File: src/rtl/fetch_unit_pkg.sv
// rtl/fetch_unit_pkg.sv - shared types and constants for the instruction fetch unit
package fetch_unit_pkg;

    typedef enum logic [1:0] {
        BOOT   = 2'd0,
        FETCH  = 2'd1,
        HALTED = 2'd2
    } fetch_state_t;

    typedef struct packed {
        logic [31:0] instruction;
        logic [31:0] pc;
    } fetch_entry_t;

    localparam logic [31:0] NOP = 32'h00000013;

    function automatic logic [31:0] word_align(input logic [31:0] addr);
        return {addr[31:2], 2'b00};
    endfunction

endpackage

File: src/rtl/fetch_buffer.sv
// rtl/fetch_buffer.sv - read-first FIFO of fetched {instruction, pc} entries
module fetch_buffer
    import fetch_unit_pkg::*;
#(
    parameter int DEPTH = 4,
    localparam int PTR_W = $clog2(DEPTH),
    localparam int CNT_W = PTR_W + 1
) (
    input  logic               clk_i,
    input  logic               rst_n_i,
    input  logic               push_i,
    input  fetch_entry_t       entry_i,
    input  logic               pop_i,
    input  logic               flush_i,
    output fetch_entry_t       head_o,
    output logic [CNT_W-1:0]   count_o,
    output logic               empty_o,
    output logic               full_o
);

    fetch_entry_t       mem [DEPTH];
    logic [PTR_W-1:0]   wr_ptr;
    logic [PTR_W-1:0]   rd_ptr;
    logic [CNT_W-1:0]   count;
    logic               do_push;
    logic               do_pop;

    assign empty_o = (count == '0);
    assign full_o  = (count == CNT_W'(DEPTH));
    assign count_o = count;
    assign head_o  = mem[rd_ptr];

    // A pop frees the slot in the same cycle, so push-on-full is legal alongside a pop.
    assign do_pop  = pop_i & ~empty_o;
    assign do_push = push_i & (~full_o | do_pop);

    always_ff @(posedge clk_i or negedge rst_n_i) begin
        if (!rst_n_i) begin
            wr_ptr <= '0;
            rd_ptr <= '0;
            count  <= '0;
            for (int i = 0; i < DEPTH; i++) begin
                mem[i] <= '0;
            end
        end else if (flush_i) begin
            wr_ptr <= '0;
            rd_ptr <= '0;
            count  <= '0;
        end else begin
            if (do_push) begin
                mem[wr_ptr] <= entry_i;
                wr_ptr      <= wr_ptr + PTR_W'(1);
            end
            if (do_pop) begin
                rd_ptr <= rd_ptr + PTR_W'(1);
            end
            count <= count + CNT_W'(do_push) - CNT_W'(do_pop);
        end
    end

endmodule

File: src/rtl/instruction_fetch_unit.sv
// rtl/instruction_fetch_unit.sv - PC/fetch FSM, credit-based issue and decode handoff; FETCH_PERF_COUNTERS_EN adds perf counters
module instruction_fetch_unit
    import fetch_unit_pkg::*;
#(
    parameter logic [31:0] BOOT_ADDRESS = 32'h0,
    parameter int          BUFFER_DEPTH = 4
) (
    input  logic        clk_i,
    input  logic        rst_n_i,
    output logic        fetch_o,
    output logic        invalidate_o,
    output logic [31:0] address_o,
    input  logic [31:0] instruction_i,
    input  logic        valid_i,
    input  logic        redirect_i,
    input  logic [31:0] target_i,
    input  logic        halt_i,
    output logic [31:0] instr_o,
    output logic [31:0] instr_pc_o,
    output logic        instr_valid_o,
    input  logic        instr_ready_i
`ifdef FETCH_PERF_COUNTERS_EN
    ,
    output logic [31:0] fetched_count_o,
    output logic [31:0] squashed_count_o
`endif
);

    localparam int CNT_W = $clog2(BUFFER_DEPTH) + 1;

    fetch_state_t      state;
    logic [31:0]       pc;
    logic              inflight;
    logic [31:0]       inflight_pc;
    logic [CNT_W-1:0]  buf_count;
    logic              buf_empty;
    logic              buf_full;
    logic              buf_push;
    logic              pop;
    logic              credit;
    logic [CNT_W:0]    occupancy;
    fetch_entry_t      head;
    fetch_entry_t      resp_entry;

    assign instr_valid_o = ~buf_empty;
    assign instr_o       = head.instruction;
    assign instr_pc_o    = head.pc;
    assign pop           = instr_valid_o & instr_ready_i;

    // Reserve a slot for every outstanding response so a push can never overflow.
    assign occupancy = {1'b0, buf_count} - (CNT_W+1)'(pop) + (CNT_W+1)'(inflight);
    assign credit    = occupancy < (CNT_W+1)'(BUFFER_DEPTH);

    assign fetch_o      = (state == FETCH) & ~halt_i & credit;
    assign invalidate_o = redirect_i & fetch_o;
    assign address_o    = pc;

    assign buf_push               = valid_i & inflight & ~redirect_i;
    assign resp_entry.instruction = instruction_i;
    assign resp_entry.pc          = inflight_pc;

    always_ff @(posedge clk_i or negedge rst_n_i) begin
        if (!rst_n_i) begin
            state       <= BOOT;
            pc          <= BOOT_ADDRESS;
            inflight    <= 1'b0;
            inflight_pc <= '0;
        end else begin
            case (state)
                BOOT:    state <= FETCH;
                FETCH:   if (halt_i)  state <= HALTED;
                HALTED:  if (!halt_i) state <= FETCH;
                default: state <= BOOT;
            endcase

            if (redirect_i) begin
                pc <= word_align(target_i);
            end else if (fetch_o) begin
                pc <= pc + 32'd4;
            end

            inflight    <= fetch_o & ~redirect_i;
            inflight_pc <= pc;
        end
    end

    fetch_buffer #(
        .DEPTH (BUFFER_DEPTH)
    ) u_fetch_buffer (
        .clk_i   (clk_i),
        .rst_n_i (rst_n_i),
        .push_i  (buf_push),
        .entry_i (resp_entry),
        .pop_i   (pop),
        .flush_i (redirect_i),
        .head_o  (head),
        .count_o (buf_count),
        .empty_o (buf_empty),
        .full_o  (buf_full)
    );

    overflow_guard: assert property (@(posedge clk_i) disable iff (!rst_n_i)
        !(buf_push && buf_full && !pop));

`ifdef FETCH_PERF_COUNTERS_EN
    logic dropped;
    assign dropped = valid_i & inflight & redirect_i;

    always_ff @(posedge clk_i or negedge rst_n_i) begin
        if (!rst_n_i) begin
            fetched_count_o  <= '0;
            squashed_count_o <= '0;
        end else begin
            fetched_count_o  <= fetched_count_o + 32'(buf_push);
            squashed_count_o <= squashed_count_o + 32'(invalidate_o) + 32'(dropped);
        end
    end
`endif

endmodule

File: config.mk
export PLATFORM = sky130hd
export DESIGN_NAME = instruction_fetch_unit
export DESIGN_NICKNAME = d
export VERILOG_FILES = /design/src/rtl/fetch_unit_pkg.sv /design/src/rtl/fetch_buffer.sv /design/src/rtl/instruction_fetch_unit.sv
export SDC_FILE = /design/constraint.sdc
export NUM_CORES = 1
export LEC_CHECK = 0
export ABC_AREA = 0
export CAP_MARGIN = 5
export CELL_PAD_IN_SITES_DETAIL_PLACEMENT = 1
export CELL_PAD_IN_SITES_GLOBAL_PLACEMENT = 2
export CORE_UTILIZATION = 34
export DETAILED_ROUTE_END_ITERATION = 12
export HOLD_SLACK_MARGIN = 0.12
export PLACE_DENSITY = 0.8
export SYNTH_ARGS = -nofsm -noshare
export SYNTH_HDL_FRONTEND = slang
export SYNTH_SLANG_ARGS = --single-unit
File: constraint.sdc
create_clock -name clk_i -period 2.9 [get_ports clk_i]
set_input_delay 0.725 -clock clk_i [delete_from_list [all_inputs] [get_ports clk_i]]
set_output_delay 0.725 -clock clk_i [all_outputs]
set_load 0.01 [all_outputs]
==> metrics.txt <==
ys async rst share 100%; routed wire length 36100 µm; Slew headroom 51.1%; reg2reg end address_o[26]$_DFFE_PN0P_; Max-Cap Viols 0; hold_ws 460 ps; failing checks setup timing; Power Density 772 nW/µm²; worst hold path class register to register; reg2reg start u_fetch_buffer.count_o[2]$_DFF_PN0_; Slew @ Worst Pin 728 ps; first-pass GRT wire length 57500 µm; gp weighted congestion 0.739; DRT antenna net count 0; Critical Path Sink fetch_o; clock skew 23.2 ps; HPWL Detailed 22700 µm; CTS tree yes; Filler Cell Count 4003; RSZ-0062 raised after global routing true; Critical Path Sink Type primary output; Leakage 8.40 nW; First-pass DRT Iterations 4; layout cells sized above 1 42.9%; GRT Overall Usage 18.1%; Initial Utilization 34.7%; htree depth 2; WHS Path Cells 0; status complete, but fails checks; row cnt 73; nets 1202; Longest Clk Path Bufs 3; Die W 204 µm; DR WL/cell 21.6 µm; f_max 0.283 GHz; post-synth cell types 51; Clock transition at path regs 60 ps; sequential share of the synthesized area 57.3%; Ports 169; Post-synth EDFFs 0; worst IR drop on VDD 0.367 mV; CP startpoint kind register; Via Count 8545; Area Overhead vs Synth 29.1%; final hold vios 0; worst setup path startpoint u_fetch_buffer.count_o[2]$_DFF_PN0_; DRC viols 0; total grt overflow 0; YS warnings 0; Worst R2R Setup Slack -180 ps; syn avg cell area 15.5 µm²; CORE AREA 40000 µm²; initial antenna violation count 3; clock sink total 318; clk_lat worst skew 540 ps; total CTS buffers 38; count of pins over their slew limit 0; final setup fails 16; Crit Path Max Fanout 3; post-synth top area share 57.3%; R2R cell count 12; HP Start address_o[31]$_DFFE_PN0P_; Netlist Area Pre-Place 13900 µm²; final period utilization 122%; CP Data Required Time 2170 ps; port buffer count 162; Final min period 3530 ps; vias in the first global route 9566; First DRT Iteration DRCs 321; top post-synthesis cells by count dfrtp_1 (318), mux2_2 (231), mux4_2 (62), nand2_1 (32), buf_2 (31); CTS Root Cell clkbuf_16; leading area contributor after synthesis dfrtp_1; Syn Inst Count 898; aggregate negative setup slack -2530 ps; Final WS setup -633 ps; via/cell ratio 5.11; critical path arrival 2810 ps; register bit total from synthesis 318; largest net degree at the start of global routing 76; synth top area cells dfrtp_1 (57%), mux2_2 (19%), mux4_2 (10%); CP Class register to primary output; count leader, synth dfrtp_1; Die Y-Extent 204 µm; Placed Instances 1579; Post-Layout Cell Count 1673; Top FF cell, synth dfrtp_1; die area 41600 µm²
[kinds of logic (layout without fill, tap and decap cells)]
kind of cell / after synthesis / after routing / synth area share, %
xor+xnor: 25 / 25 / 1.58
buf+inv: 65 / 309 / 2.17
other cells: 1 / 7 / 0.0270
mux: 318 / 318 / 30.8
compound gates: 59 / 59 / 2.93
flops: 318 / 318 / 57.3
fa+ha+maj: 10 / 10 / 0.956
simple gates: 102 / 102 / 4.18
[metal layers]
| layer | vias to the layer above | GRT usage, % | wire [µm] |
|---|---|---|---|
| met3 | 61 | 3.43 | 1760 |
| li1 | 3790 | - | - |
| met1 | 4509 | 23.9 | 15700 |
| met4 | 0 | 6.48 | 1010 |
| met2 | 185 | 29.9 | 17700 |
| met5 | - | 0 | 0 |
[registers in the layout, summed over array words and instances, names as in the netlist]
signal                  flops
u_fetch_buffer.wr_ptr       2
inflight                    1
state                       2
u_fetch_buffer.mem        248
u_fetch_buffer.rd_ptr       2
inflight_pc                30
u_fetch_buffer.count_o      3
address_o                  30
[worst max-delay path: stages, from the launching register on]
cell and delay (ps):
dfrtp_1 370, or3_4 380, and2_4 160, ha_4 160
inv_2 50, ha_4 190, and3b_4 190, nor4_4 360
o21ai_4 120, buf_6 150, inv_4 50, buf_6 90
[layout by cell type (no fill, tap or decap), types with 6 or more instances in the layout]
cell,Yosys,final
buf_12,0,18
nand3_1,7,7
dlygate4sd2_1,0,16
mux2_2,231,231
o21ai_0,16,15
nand4_1,8,8
nor2_1,14,13
dfrtp_1,318,316
buf_6,0,18
nand2_1,32,28
clkdlybuf4s50_1,0,96
mux2_1,22,22
o21ai_1,11,11
clkbuf_1,16,14
xor2_1,12,12
a31oi_1,6,6
xnor2_1,13,13
mux4_2,62,62
and3_1,6,6
clkbuf_16,0,40
ha_1,9,7
or3_1,7,6
o2111ai_1,10,10
buf_2,31,34
buf_4,5,40
inv_1,10,8
[timing repair]
action                                  CTS  global route
pin swaps                                 7            11
hold endpoints to repair                  6             0
setup buffers                            23             6
gates resized for setup                 228            13
endpoints found under the setup margin   78            38
hold buffers                              1             0
cloned                                    4             1
[worst min path at each step]
stage | slack (ps) | end
global placement | 450 | inflight_pc[31]$_DFF_PN0_
CTS | 470 | inflight_pc[31]$_DFF_PN0_
finish | 460 | inflight_pc[31]$_DFF_PN0_
detailed placement | 450 | inflight_pc[31]$_DFF_PN0_
floorplan | 430 | address_o[10]$_DFFE_PN0P_
global route | 490 | inflight_pc[31]$_DFF_PN0_
[final cells by class]
cell class / instances / area (µm²) / area share, %
clock inverter: 5 / 53.8 / 0.300
sequential: 318 / 7970 / 44.5
timing repair buffer: 235 / 2340 / 13.1
multi-input combinational: 518 / 5750 / 32.1
clock buffer: 58 / 1100 / 6.12
antenna: 3 / 7.51 / 0.0419
tap: 525 / 657 / 3.67
inverter: 11 / 43.8 / 0.244
[stage by stage]
stage | instance area [µm²] | util, % | power (mW) | setup slack (ps)
6_report | 17900 | 44.8 | 13.8 | -633
5_1_grt | 17900 | 44.8 | 14.6 | -706
4_1_cts | 17900 | 44.8 | 14.1 | -649
3_5_place_dp | 16500 | 41.3 | 9.30 | -939
3_3_place_gp | 16500 | 41.3 | 9.21 | -927
2_1_floorplan | 13900 | - | 7.40 | -77.8
[power by group]
| part | switching [mW] | total (mW) | internal, mW |
|---|---|---|---|
| clock | 1.78 | 4.46 | 2.68 |
| combinational | 1.78 | 3.99 | 2.21 |
| sequential | 0.386 | 5.38 | 5.00 |
No activity file was read; power rests on OpenSTA's default activity.
